[src/rtl/mmu_tlb_if.sv]
// mmu_tlb_if: lookup request/response handshake bundle between address generation (master) and mmu_tlb (slave)
interface mmu_tlb_if;
  logic        req_valid;
  logic        req_ready;
  logic [31:0] req_vaddr;
  logic        req_store;
  logic        resp_valid;
  logic        resp_ready;
  logic [31:0] resp_paddr;
  logic        resp_uncached;
  logic        resp_refill;
  logic        resp_invalid;
  logic        resp_modify;
  modport master (
    output req_valid, req_vaddr, req_store, resp_ready,
    input  req_ready, resp_valid, resp_paddr, resp_uncached, resp_refill, resp_invalid, resp_modify
  );
  modport slave (
    input  req_valid, req_vaddr, req_store, resp_ready,
    output req_ready, resp_valid, resp_paddr, resp_uncached, resp_refill, resp_invalid, resp_modify
  );
endinterface

[src/rtl/mmu_tlb.sv]
// mmu_tlb: kseg0/kseg1 fixed translation plus fully associative software-managed TLB for mapped segments
// Ports: clk, rst (sync, active-high); bus = lookup handshake (mmu_tlb_if.slave);
//   cur_asid = current ASID; wr_en/wr_index/wr_entry = TLB write; probe_en -> probe_hit/probe_index next cycle.
// wr_entry = {vpn2[18:0],asid[7:0],g,pfn0[19:0],c0[2:0],d0,v0,pfn1[19:0],c1[2:0],d1,v1}
// Macro MMU_TLB_EN: when undefined there is no TLB; mapped segments pass through with no faults.
module mmu_tlb #(
  parameter int TLB_ENTRIES = 16,
  parameter int IDX_W       = 4,
  parameter int ASID_W      = 8
) (
  input  logic              clk,
  input  logic              rst,
  mmu_tlb_if.slave          bus,
  input  logic [ASID_W-1:0] cur_asid,
  input  logic              wr_en,
  input  logic [IDX_W-1:0]  wr_index,
  input  logic [77:0]       wr_entry,
  input  logic              probe_en,
  output logic              probe_hit,
  output logic [IDX_W-1:0]  probe_index
);
  typedef struct packed {
    logic        valid;
    logic [31:0] paddr;
    logic        unc;
    logic        refill;
    logic        invalid;
    logic        modify;
  } resp_t;
  resp_t       resp_q, resp_d, look;
  logic [31:0] va;
  logic        unmapped;
  assign va       = bus.req_vaddr;
  assign unmapped = va[31:30] == 2'b10;
`ifdef MMU_TLB_EN
  logic [77:0]     tlb_q [TLB_ENTRIES];
  logic [77:0]     tlb_d [TLB_ENTRIES];
  logic [IDX_W:0]  lk;
  logic [24:0]     half;
  logic            fault;
  logic            probe_hit_q, probe_hit_d;
  logic [IDX_W-1:0] probe_index_q, probe_index_d;
  // Returns {hit, index}; scanning downward lets the lowest matching index win.
  function automatic logic [IDX_W:0] find(input logic [18:0] vpn2, input logic [ASID_W-1:0] asid);
    logic [IDX_W:0] r;
    r = '0;
    for (int i = TLB_ENTRIES - 1; i >= 0; i--)
      if (tlb_q[i][77:59] == vpn2 && (tlb_q[i][50] || tlb_q[i][51 +: ASID_W] == asid))
        r = {1'b1, IDX_W'(i)};
    return r;
  endfunction
  always_comb begin
    tlb_d = tlb_q;
    if (wr_en) tlb_d[wr_index] = wr_entry;
    {probe_hit_d, probe_index_d} = probe_en ? find(wr_entry[77:59], wr_entry[51 +: ASID_W])
                                            : {probe_hit_q, probe_index_q};
  end
  always_ff @(posedge clk) begin
    if (rst) begin
      tlb_q         <= '{default: '0};
      probe_hit_q   <= 1'b0;
      probe_index_q <= '0;
    end else begin
      tlb_q         <= tlb_d;
      probe_hit_q   <= probe_hit_d;
      probe_index_q <= probe_index_d;
    end
  end
  assign probe_hit   = probe_hit_q;
  assign probe_index = probe_index_q;
`else
  logic unused_inputs;
  assign unused_inputs = ^{bus.req_store, cur_asid, wr_en, wr_index, wr_entry, probe_en};
  assign probe_hit     = 1'b0;
  assign probe_index   = '0;
`endif
  always_comb begin
    look       = '0;
    look.valid = 1'b1;
    look.paddr = unmapped ? {va[31:28] & 4'h1, va[27:0]} : va;
    look.unc   = unmapped & va[29];
`ifdef MMU_TLB_EN
    lk    = find(va[31:13], cur_asid);
    // half = {pfn[19:0], c[2:0], d, v} of the odd (vaddr[12]=1) or even page
    half  = va[12] ? tlb_q[lk[IDX_W-1:0]][24:0] : tlb_q[lk[IDX_W-1:0]][49:25];
    fault = ~lk[IDX_W] | ~half[0] | (bus.req_store & ~half[1]);
    if (!unmapped) begin
      look.refill  = ~lk[IDX_W];
      look.invalid = lk[IDX_W] & ~half[0];
      look.modify  = lk[IDX_W] & half[0] & ~half[1] & bus.req_store;
      look.paddr   = fault ? va : {half[24:5], va[11:0]};
      look.unc     = ~fault & (half[4:2] == 3'd2);
    end
`endif
  end
  assign bus.req_ready = ~resp_q.valid | bus.resp_ready;
  always_comb begin
    resp_d = resp_q;
    if (bus.req_valid && bus.req_ready) resp_d = look;
    else if (bus.resp_ready) resp_d.valid = 1'b0;
  end
  always_ff @(posedge clk) begin
    if (rst) resp_q <= '0;
    else resp_q <= resp_d;
  end
  assign bus.resp_valid    = resp_q.valid;
  assign bus.resp_paddr    = resp_q.paddr;
  assign bus.resp_uncached = resp_q.unc;
  assign bus.resp_refill   = resp_q.refill;
  assign bus.resp_invalid  = resp_q.invalid;
  assign bus.resp_modify   = resp_q.modify;
endmodule

[src/flat_wrapper.sv]
// flat-port wrapper written by rule: the top's interface ports become plain ports
module mmu_tlb_flat 
#(
  parameter int TLB_ENTRIES = 16,
  parameter int IDX_W       = 4,
  parameter int ASID_W      = 8
)
  (clk, rst, cur_asid, wr_en, wr_index, wr_entry, probe_en, probe_hit, probe_index, bus_req_valid, bus_req_vaddr, bus_req_store, bus_resp_ready, bus_req_ready, bus_resp_valid, bus_resp_paddr, bus_resp_uncached, bus_resp_refill, bus_resp_invalid, bus_resp_modify);
  mmu_tlb_if bus_i ();
  input  logic clk;
  input  logic rst;
  input  logic [ASID_W-1:0] cur_asid;
  input  logic wr_en;
  input  logic [IDX_W-1:0] wr_index;
  input  logic [77:0] wr_entry;
  input  logic probe_en;
  output logic probe_hit;
  output logic [IDX_W-1:0] probe_index;
  input wire logic [$bits(bus_i.req_valid)-1:0] bus_req_valid;
  input wire logic [$bits(bus_i.req_vaddr)-1:0] bus_req_vaddr;
  input wire logic [$bits(bus_i.req_store)-1:0] bus_req_store;
  input wire logic [$bits(bus_i.resp_ready)-1:0] bus_resp_ready;
  output wire logic [$bits(bus_i.req_ready)-1:0] bus_req_ready;
  output wire logic [$bits(bus_i.resp_valid)-1:0] bus_resp_valid;
  output wire logic [$bits(bus_i.resp_paddr)-1:0] bus_resp_paddr;
  output wire logic [$bits(bus_i.resp_uncached)-1:0] bus_resp_uncached;
  output wire logic [$bits(bus_i.resp_refill)-1:0] bus_resp_refill;
  output wire logic [$bits(bus_i.resp_invalid)-1:0] bus_resp_invalid;
  output wire logic [$bits(bus_i.resp_modify)-1:0] bus_resp_modify;
  assign bus_i.req_valid = bus_req_valid;
  assign bus_i.req_vaddr = bus_req_vaddr;
  assign bus_i.req_store = bus_req_store;
  assign bus_i.resp_ready = bus_resp_ready;
  assign bus_req_ready = bus_i.req_ready;
  assign bus_resp_valid = bus_i.resp_valid;
  assign bus_resp_paddr = bus_i.resp_paddr;
  assign bus_resp_uncached = bus_i.resp_uncached;
  assign bus_resp_refill = bus_i.resp_refill;
  assign bus_resp_invalid = bus_i.resp_invalid;
  assign bus_resp_modify = bus_i.resp_modify;
  mmu_tlb #(.TLB_ENTRIES(TLB_ENTRIES), .IDX_W(IDX_W), .ASID_W(ASID_W)) u_core (.clk(clk), .rst(rst), .bus(bus_i), .cur_asid(cur_asid), .wr_en(wr_en), .wr_index(wr_index), .wr_entry(wr_entry), .probe_en(probe_en), .probe_hit(probe_hit), .probe_index(probe_index));
endmodule
[config.mk]
export PLATFORM = sky130hd
export DESIGN_NAME = mmu_tlb_flat
export DESIGN_NICKNAME = d
export VERILOG_FILES = /design/src/rtl/mmu_tlb_if.sv /design/src/rtl/mmu_tlb.sv /design/src/flat_wrapper.sv
export SDC_FILE = /design/constraint.sdc
export NUM_CORES = 1
export LEC_CHECK = 0
export ABC_AREA = 0
export ABC_CLOCK_PERIOD_IN_PS = 1500
export CORE_MARGIN = 8
export CORE_UTILIZATION = 25
export DETAILED_ROUTE_END_ITERATION = 12
export PLACE_DENSITY = 0.79
export SETUP_SLACK_MARGIN = 0.1
export SYNTH_ARGS = -nofsm -noshare
export SYNTH_HDL_FRONTEND = slang
export SYNTH_SLANG_ARGS = --single-unit
[constraint.sdc]
create_clock -name clk -period 1.5 [get_ports clk]
set_clock_uncertainty 0.05 [all_clocks]
set_input_delay 0.45 -clock clk [delete_from_list [all_inputs] [get_ports clk]]
set_output_delay 0.45 -clock clk [all_outputs]
set_load 0.05 [all_outputs]
==> results.md, run 1 <==
- Clock tree synthesis inserted a total of 5 buffers.
- The post-synthesis cell type count is 16.
- The total count of hold-check failures in the final report is 0.
- The data arrival time of the worst path is between 900 and 1000 ps.
- The run finished with clean final reports.
- The number of antenna violations at the first check in global routing came to 0.
- The sink count of the clock tree is 34.
- The clock reaches the later pin of the worst-skew pair after 280 ps.
- The maximum root-to-sink buffer count is 2.
- On the worst path, the slowest cell contributes a delay of about 200 ps.
- The starting density of the core is 26.17%.
- On the final layout, the worst hold slack is 467.6 ps.
- The area of all sequential standard cells is 684.4 um^2.
- In this run the static leakage power is 0.0009918 uW.
- The area of the multi-input gates is 555.5 um^2.
- The category of the most critical setup path is in -> out.
- In this run the count of I/O pins placed on the die edge is 172.
- The region available for standard cell placement spans 5172 um^2.
- Summed over its instances, the top area cell type makes up between 50 and 60% of the synthesized netlist area.
- The final period demand of the worst path is 1477 ps.
- Entering global routing, the biggest net connects 35 pins.
- Measured on the finished design, the core utilization comes to 50.00%.
- The total of max-cap violations is 0.
- After floorplanning, the core was divided into 26 placement rows.
- For the worst setup path, the data required time is 1000 ps.
- The buffer and inverter count on the worst path is 3.
- The final layout net count is 365.
- Along the worst path, the maximum fanout reaches 2.
- Setup slack on the critical path of the routed design comes to 22.91 ps.
- The routability congestion estimate from global placement is 0.6624.
- The highest achievable clock rate is 677.0 MHz.
- The sum of net half-perimeters after detailed placement is 3386 um.
- Power spread over the standard cell area amounts to about 900 nW/um^2.
- Synthesis produced between 150 and 200 cells.
- The number of pins with negative max-slew slack in the final report is 0.
- The initial DRC count is 40.
- After clock tree synthesis, the clock-pin slew on the worst setup and hold paths is 70 ps.
- Cells with a size suffix above 1 make up 24.58% of the layout.
- The die height is 89.59 um.
- The routed wire length per instance is 15.01 um.
- The kind of end point of the critical path is an output port.
- For this run, the number of Yosys warnings is 0.
- The mean cell area of the mapped netlist is between 8 and 9 um^2.
- In this run the worst hold path is classified as reg -> reg.
- The leading area contributor after synthesis is sky130_fd_sc_hd__dfxtp_1.
- In the routed layout, each cell is associated on average with a via count of ~4.7.
- The number of setup violations in the final report is 0.
- The filler cells instantiated in the layout total around 470.
- The area of the die is approximately 8000 um^2.
- The layout overhead on the synthesized area is 91.04%.
- Summed over all layers, the global routing overflow is 0.
- Power comes to approximately 2400 uW.
- The startpoint class of the critical path is an input port.
- Port buffering added 70 buffers.
- The total DRC errors in the routed layout is 0.
- The number of H-tree branching levels is 2.
- Counting flops and latches in the post-synthesis netlist gives 34.
- The hold buffer count at cts is 0.
- The family with the most delay on the worst path is buffers and inverters.
- The peak supply drop is 485.1 uV.
- Before CTS, the worst setup slack after placement is -345.5 ps.
- The first global-routing pass estimated 7541 um of wire.
- The TritonCTS clock tree is yes.
- The count of inserted antenna diode cells is 0.
- The die width is 89.59 um.
- The cell area after technology mapping is 1354 um^2.
- Setup repair after global routing could not meet its margin everywhere.
- The cell at the slowest stage of the critical path is sky130_fd_sc_hd__clkdlybuf4s15_2.
- After detailed routing, the total wire length is 4592 um.
- Of the synthesized area, sequential elements account for between 50% and 60%.
- The number of global-route vias before repair was 1,472.
- The root buffer cell chosen for the clock tree is sky130_fd_sc_hd__clkbuf_8.
- The routed layout has 1,439 vias.
- In this run the remaining antenna-violating nets after routing total 0.
- The first detailed-routing pass ran for 4 iterations.
- Of the available clock period, the critical path in the final layout requires 98.47%.
- The critical path goes through clkdlybuf4s15_2 -> nor2b_4 -> inv_2 -> buf_8.
- Yosys attributes the largest share of cell area to sky130_fd_sc_hd__dfxtp_1 50%, sky130_fd_sc_hd__a21oi_1 13%, sky130_fd_sc_hd__o21ai_1 12%, sky130_fd_sc_hd__nand3_1 11%, sky130_fd_sc_hd__buf_4 5.0%.
- The total routing usage reported by global routing is between 10% and 20%.
flip-flops by register name (all words and copies together), names as in the netlist:
signal / cells
u_core.bus.resp_valid: 1
u_core.bus.resp_paddr: 32
u_core.bus.resp_uncached: 1
metal layers:
metal | GRT usage [%] | wire length, um | vias up
met3 | 5.460 | 493 | 7
met5 | 0 | 0 | -
met2 | 21.39 | 2376 | 56
met1 | 12.99 | 1681 | 665
met4 | 3.172 | 41 | 0
li1 | - | - | 711
power by group:
| part | internal [uW] | total (uW) | switching (uW) |
|---|---|---|---|
| Sequential | 955 | 1010 | 50.6 |
| Combinational | 336 | 711 | 376 |
| Clock | 364 | 674 | 310 |
cell usage in the layout (no fill, tap or decap), drive strengths merged:
cell type / instances
buf: 47
a21oi: 34
dfxtp: 34
o21ai: 33
clkdlybuf4s50: 32
nand3: 30
conb: 8
clkbuf: 7
inv: 3
nand4: 2
dlygate4sd2: 2
nor2b: 1
nand2b: 1
or4: 1
clkdlybuf4s15: 1
through the flow:
| stage | cell area (um^2) | TNS, ps | instances |
|---|---|---|---|
| floorplan | 1395 | 0 | 172 |
| global placement | 2460 | -8988 | 296 |
| detailed placement | 2460 | -10120 | 296 |
| CTS | 2579 | 0 | 306 |
| global route | 2586 | -15.04 | 306 |
| finish | 2586 | 0 | 306 |
cell type report:
| cell class | instances | share of cell area [%] |
|---|---|---|
| timing repair buffer | 82 | 44.80 |
| sequential | 34 | 26.46 |
| multi-input combinational | 110 | 21.48 |
| tap | 70 | 3.387 |
| clock buffer | 7 | 3.338 |
| inverter | 3 | 0.5322 |
tightest hold or removal path, cell delays in order (launching register included):
cell and delay [ps]:
sky130_fd_sc_hd__dfxtp_1 330, sky130_fd_sc_hd__o21ai_1 80, sky130_fd_sc_hd__a21oi_1 60
logic make-up after synthesis:
family,synth area share [%]
flip-flops,50.28
AO/OA/AOI/OAI,24.77
other,0.2770
AND/OR/NAND/NOR,13.68
buffers and inverters,11.00
final timing paths:
path / endpoint / start / cells past startpoint / slack [ps]
max: bus_req_ready / bus_resp_ready / 4 / 20
min: u_core.bus.resp_paddr[26]$_SDFFE_PP0P_ / u_core.bus.resp_paddr[26]$_SDFFE_PP0P_ / 2 / 470
max reg2reg: u_core.bus.resp_uncached$_SDFFE_PP0P_ / u_core.bus.resp_valid$_SDFFE_PP0P_ / 4 / 210
min reg2reg: u_core.bus.resp_paddr[26]$_SDFFE_PP0P_ / u_core.bus.resp_paddr[26]$_SDFFE_PP0P_ / 2 / 470
repair_timing:
action                                  CTS  global route
endpoints found under the setup margin   34            16
buffers inserted                          3             0
gates cloned                              0             0
pin swaps                                 1             0
gates resized for setup                   8             2
Yosys cell counts:
cell type / number
sky130_fd_sc_hd__nand3_1: 30
sky130_fd_sc_hd__buf_4: 9
sky130_fd_sc_hd__dfxtp_1: 34
sky130_fd_sc_hd__inv_4: 1
sky130_fd_sc_hd__nand4_1: 2
sky130_fd_sc_hd__buf_2: 6
sky130_fd_sc_hd__clkbuf_1: 8
sky130_fd_sc_hd__inv_2: 1
sky130_fd_sc_hd__nand2b_1: 1
sky130_fd_sc_hd__conb_1: 1
sky130_fd_sc_hd__o21ai_1: 33
sky130_fd_sc_hd__or4_1: 1
sky130_fd_sc_hd__buf_1: 2
sky130_fd_sc_hd__nor2b_2: 1
sky130_fd_sc_hd__inv_1: 1
sky130_fd_sc_hd__a21oi_1: 34
No activity file was read; power rests on OpenSTA's default activity.
==> inputs of run 2 (changes only) <==
Settings changed: GPL_TIMING_DRIVEN from default to 0.
==> results.md, run 2 (synthesis gave the netlist of run 1 again) <==
- The beginning of the critical path is bus_resp_ready (unchanged).
- The startpoint class of the critical path is an input port (unchanged).
- The length in cells of the worst reg-to-reg path is 4 (unchanged).
- The power share of the combinational group was 25.9% (was 29.8%).
- The cell-internal power was 1527 uW (was 1655 uW).
- The highest achievable clock rate is 631.3 MHz (was 677.0 MHz).
- The static leakage is 0.0009025 uW (was 0.0009918 uW).
- The count of buffers from port buffering was 68 (was 70).
- The switching portion of total power is 31.87% (was 30.78%).
- The kind of end point of the critical path is an output port (unchanged).
- The first-pass GRT wire length is 7127 um (was 7541 um).
- Run status: complete, but fails checks (was completed).
- The total of max-cap violations came to 0 (unchanged).
- The count of inserted antenna diode cells is 0 (unchanged).
- The count of nets left with antenna violations after detail routing is 0 (unchanged).
- The number of setup violations in the final report is 1 (was 0).
- The starting density of the core came to 26.17% (unchanged).
- The die width came to 89.59 um (unchanged).
- The total power density per cell area came to 1030 nW/um^2 (was 924.3 nW/um^2).
- The final setup slack of the worst path is -83.93 ps (was 22.91 ps).
- The die height was 89.59 um (unchanged).
- Top library cells by usage in the layout, fill and taps aside: 34 x sky130_fd_sc_hd__a21oi_1, 33 x sky130_fd_sc_hd__o21ai_1, 33 x sky130_fd_sc_hd__dfxtp_1, 30 x sky130_fd_sc_hd__nand3_1, 30 x sky130_fd_sc_hd__clkdlybuf4s50_1 (was 35 x sky130_fd_sc_hd__buf_12, 34 x sky130_fd_sc_hd__a21oi_1, 33 x sky130_fd_sc_hd__o21ai_1, 33 x sky130_fd_sc_hd__dfxtp_1, 32 x sky130_fd_sc_hd__clkdlybuf4s50_1).
- The data arrival time of the worst path is 1080 ps (was 980 ps).
- The total routing usage reported by global routing is 11.49% (was 12.22%).
- The layout overhead on the synthesized area is 60.72% (was 91.04%).
- The number of pins with negative max-slew slack in the final report is 0 (unchanged).
- The capturing point of the worst reg2reg path is u_core.bus.resp_uncached$_SDFFE_PP0P_ (unchanged).
- The initial DRC count is 60 (was 40).
- The TritonCTS buffer count is 5 (unchanged).
- The pin count of the biggest net entering global routing is 11 (was 35).
- The TritonCTS clock tree is yes (unchanged).
- The internal reg-to-reg setup slack was 170 ps (was 210 ps).
- The fraction of the cycle the final worst path needs is 105.6% (was 98.47%).
- The clock latency on the worst-skew pair is 270 ps (was 280 ps).
- The beginning of the worst hold path is u_core.bus.resp_paddr[6]$_SDFFE_PP0P_ (was u_core.bus.resp_paddr[26]$_SDFFE_PP0P_).
- The sum of net half-perimeters after detailed placement is 3473 um (was 3386 um).
- The core outline area is 5172 um^2 (unchanged).
- The part of the total power dissipated in sequential elements was 43.6% (was 42.1%).
- The setup TNS was -83.93 ps (was 0 ps).
- The total count of hold-check failures in the final report is 0 (unchanged).
- The utilization after layout is 42.07% (was 50.00%).
- The area of the die is 8025 um^2 (unchanged).
- The final reports fail on negative setup slack.
- The number of H-tree branching levels came to 2 (unchanged).
- The peak supply drop is 514.2 uV (was 485.1 uV).
- The share of final-layout standard cells stronger than drive strength 1 is 25.90% (was 24.58%).
- The root buffer cell is sky130_fd_sc_hd__clkbuf_8 (unchanged).
- The category of the most critical setup path is in -> out (unchanged).
- The share of power burned in the clock network is 30.5% (was 28.2%).
- The final period demand of the worst path is 1584 ps (was 1477 ps).
- The final wirelength came to 4539 um (was 4592 um).
- The sink count of the clock tree was 34 (unchanged).
- The critical register-to-register path startpoint was u_core.bus.resp_valid$_SDFFE_PP0P_ (unchanged).
- Unrepaired setup endpoints after global routing: yes (unchanged).
- The number of global-route vias before repair is 1,440 (was 1,472).
- The net switching power of the design is 714.2 uW (was 735.9 uW).
- The number of cells on the worst hold path is 2 (unchanged).
- The filler cell count is 543 (was 466).
- The routed wire length per instance came to 14.14 um (was 15.01 um).
- The via density per instance came to 4.586 (was 4.703).
- The remaining global-route overflow is 0 (unchanged).
- The peak fanout along the critical path was 2 (unchanged).
- The clock-pin slew of the registers on the worst-case setup and hold paths is 70 ps (about the same).
- The number of iterations in the first detailed-routing pass is 4 (unchanged).
- The total via count in the routed design is 1,472 (was 1,439).
- The path class of the lowest-slack min-delay path was reg -> reg (unchanged).
- The number of flip-flops in the largest register is 32 (unchanged).
- The routability congestion estimate from global placement is 0.6913 (was 0.6624).
- The endpoint required time on the critical path is 1000 ps (about the same).
- The final layout net count is 379 (was 365).
- The total DRC errors in the routed layout came to 0 (unchanged).
- The maximum root-to-sink buffer count is 2 (unchanged).
- The most common cell after layout, fill and taps aside is sky130_fd_sc_hd__a21oi_1 (was sky130_fd_sc_hd__buf_12).
- The number of antenna violations at the first check in global routing is 0 (unchanged).
- The I/O pin count is 172 (unchanged).
- The row count was 26 (unchanged).
- The hold path endpoint is u_core.bus.resp_paddr[6]$_SDFFE_PP0P_ (was u_core.bus.resp_paddr[26]$_SDFFE_PP0P_).
run 2: how the worst max path moves through the flow:
| stage | end | slack (ps) | cells past startpoint |
|---|---|---|---|
| 2_1_floorplan | bus_req_ready | 110 | 3 |
| 3_3_place_gp | bus_req_ready | -1120 | 5 |
| 3_5_place_dp | bus_req_ready | -1120 | 5 |
| 4_1_cts | bus_req_ready | -90 | 4 |
| 5_1_grt | bus_req_ready | -130 | 4 |
| 6_report | bus_req_ready | -80 | 5 |
run 2: area by class of cell:
class	count	area, um^2	share of cell area, %
clock inverter	1	5.005	0.2300
inverter	3	16.27	0.7476
tap	70	87.58	4.025
clock buffer	7	86.33	3.968
multi-input combinational	110	555.5	25.53
sequential	34	684.4	31.45
timing repair buffer	71	599.3	27.54
buffer	25	141.4	6.498
run 2: critical path: stages:
cell and delay, ps:
sky130_fd_sc_hd__clkdlybuf4s15_2 190, sky130_fd_sc_hd__nor2b_4 140, sky130_fd_sc_hd__inv_4 40, sky130_fd_sc_hd__buf_6 110
sky130_fd_sc_hd__buf_8 140
run 2: power groups by stage:
stage	clock (uW)	combinational [uW]	sequential [uW]
after floorplan	0	193	1180
after global placement	0	602	996
after detailed placement	0	607	998
after CTS	706	569	976
after global routing	746	619	982
final	684	581	977
run 2: repair_timing:
action / in CTS / in global routing
hold buffers: 0 / 0
setup buffers: 3 / 0
setup endpoints to repair: 66 / 25
gates resized for setup: 185 / 24
pin swaps: 1 / 0
run 2: stage by stage:
stage                     power (uW)  instances  instance area, um^2  setup slack [ps]  hold WS, ps
after floorplan                 1370        172                 1395             107.6        547.7
after global placement          1598        310                 2163             -1121        415.6
after detailed placement        1606        310                 2163             -1119        422.6
after CTS                       2251        321                 2116            -93.69        430.3
after global routing            2347        321                 2176            -131.2        445.6
final                           2241        321                 2176            -83.93        428.9
run 2: per-layer routing:
metal  vias up  routed length, um  track usage [%]
met3         5                442            5.005
met1       680               1816            12.60
met5         -                  0                0
li1        738                  -                -
met4         0                 29            3.172
met2        49               2251            19.65
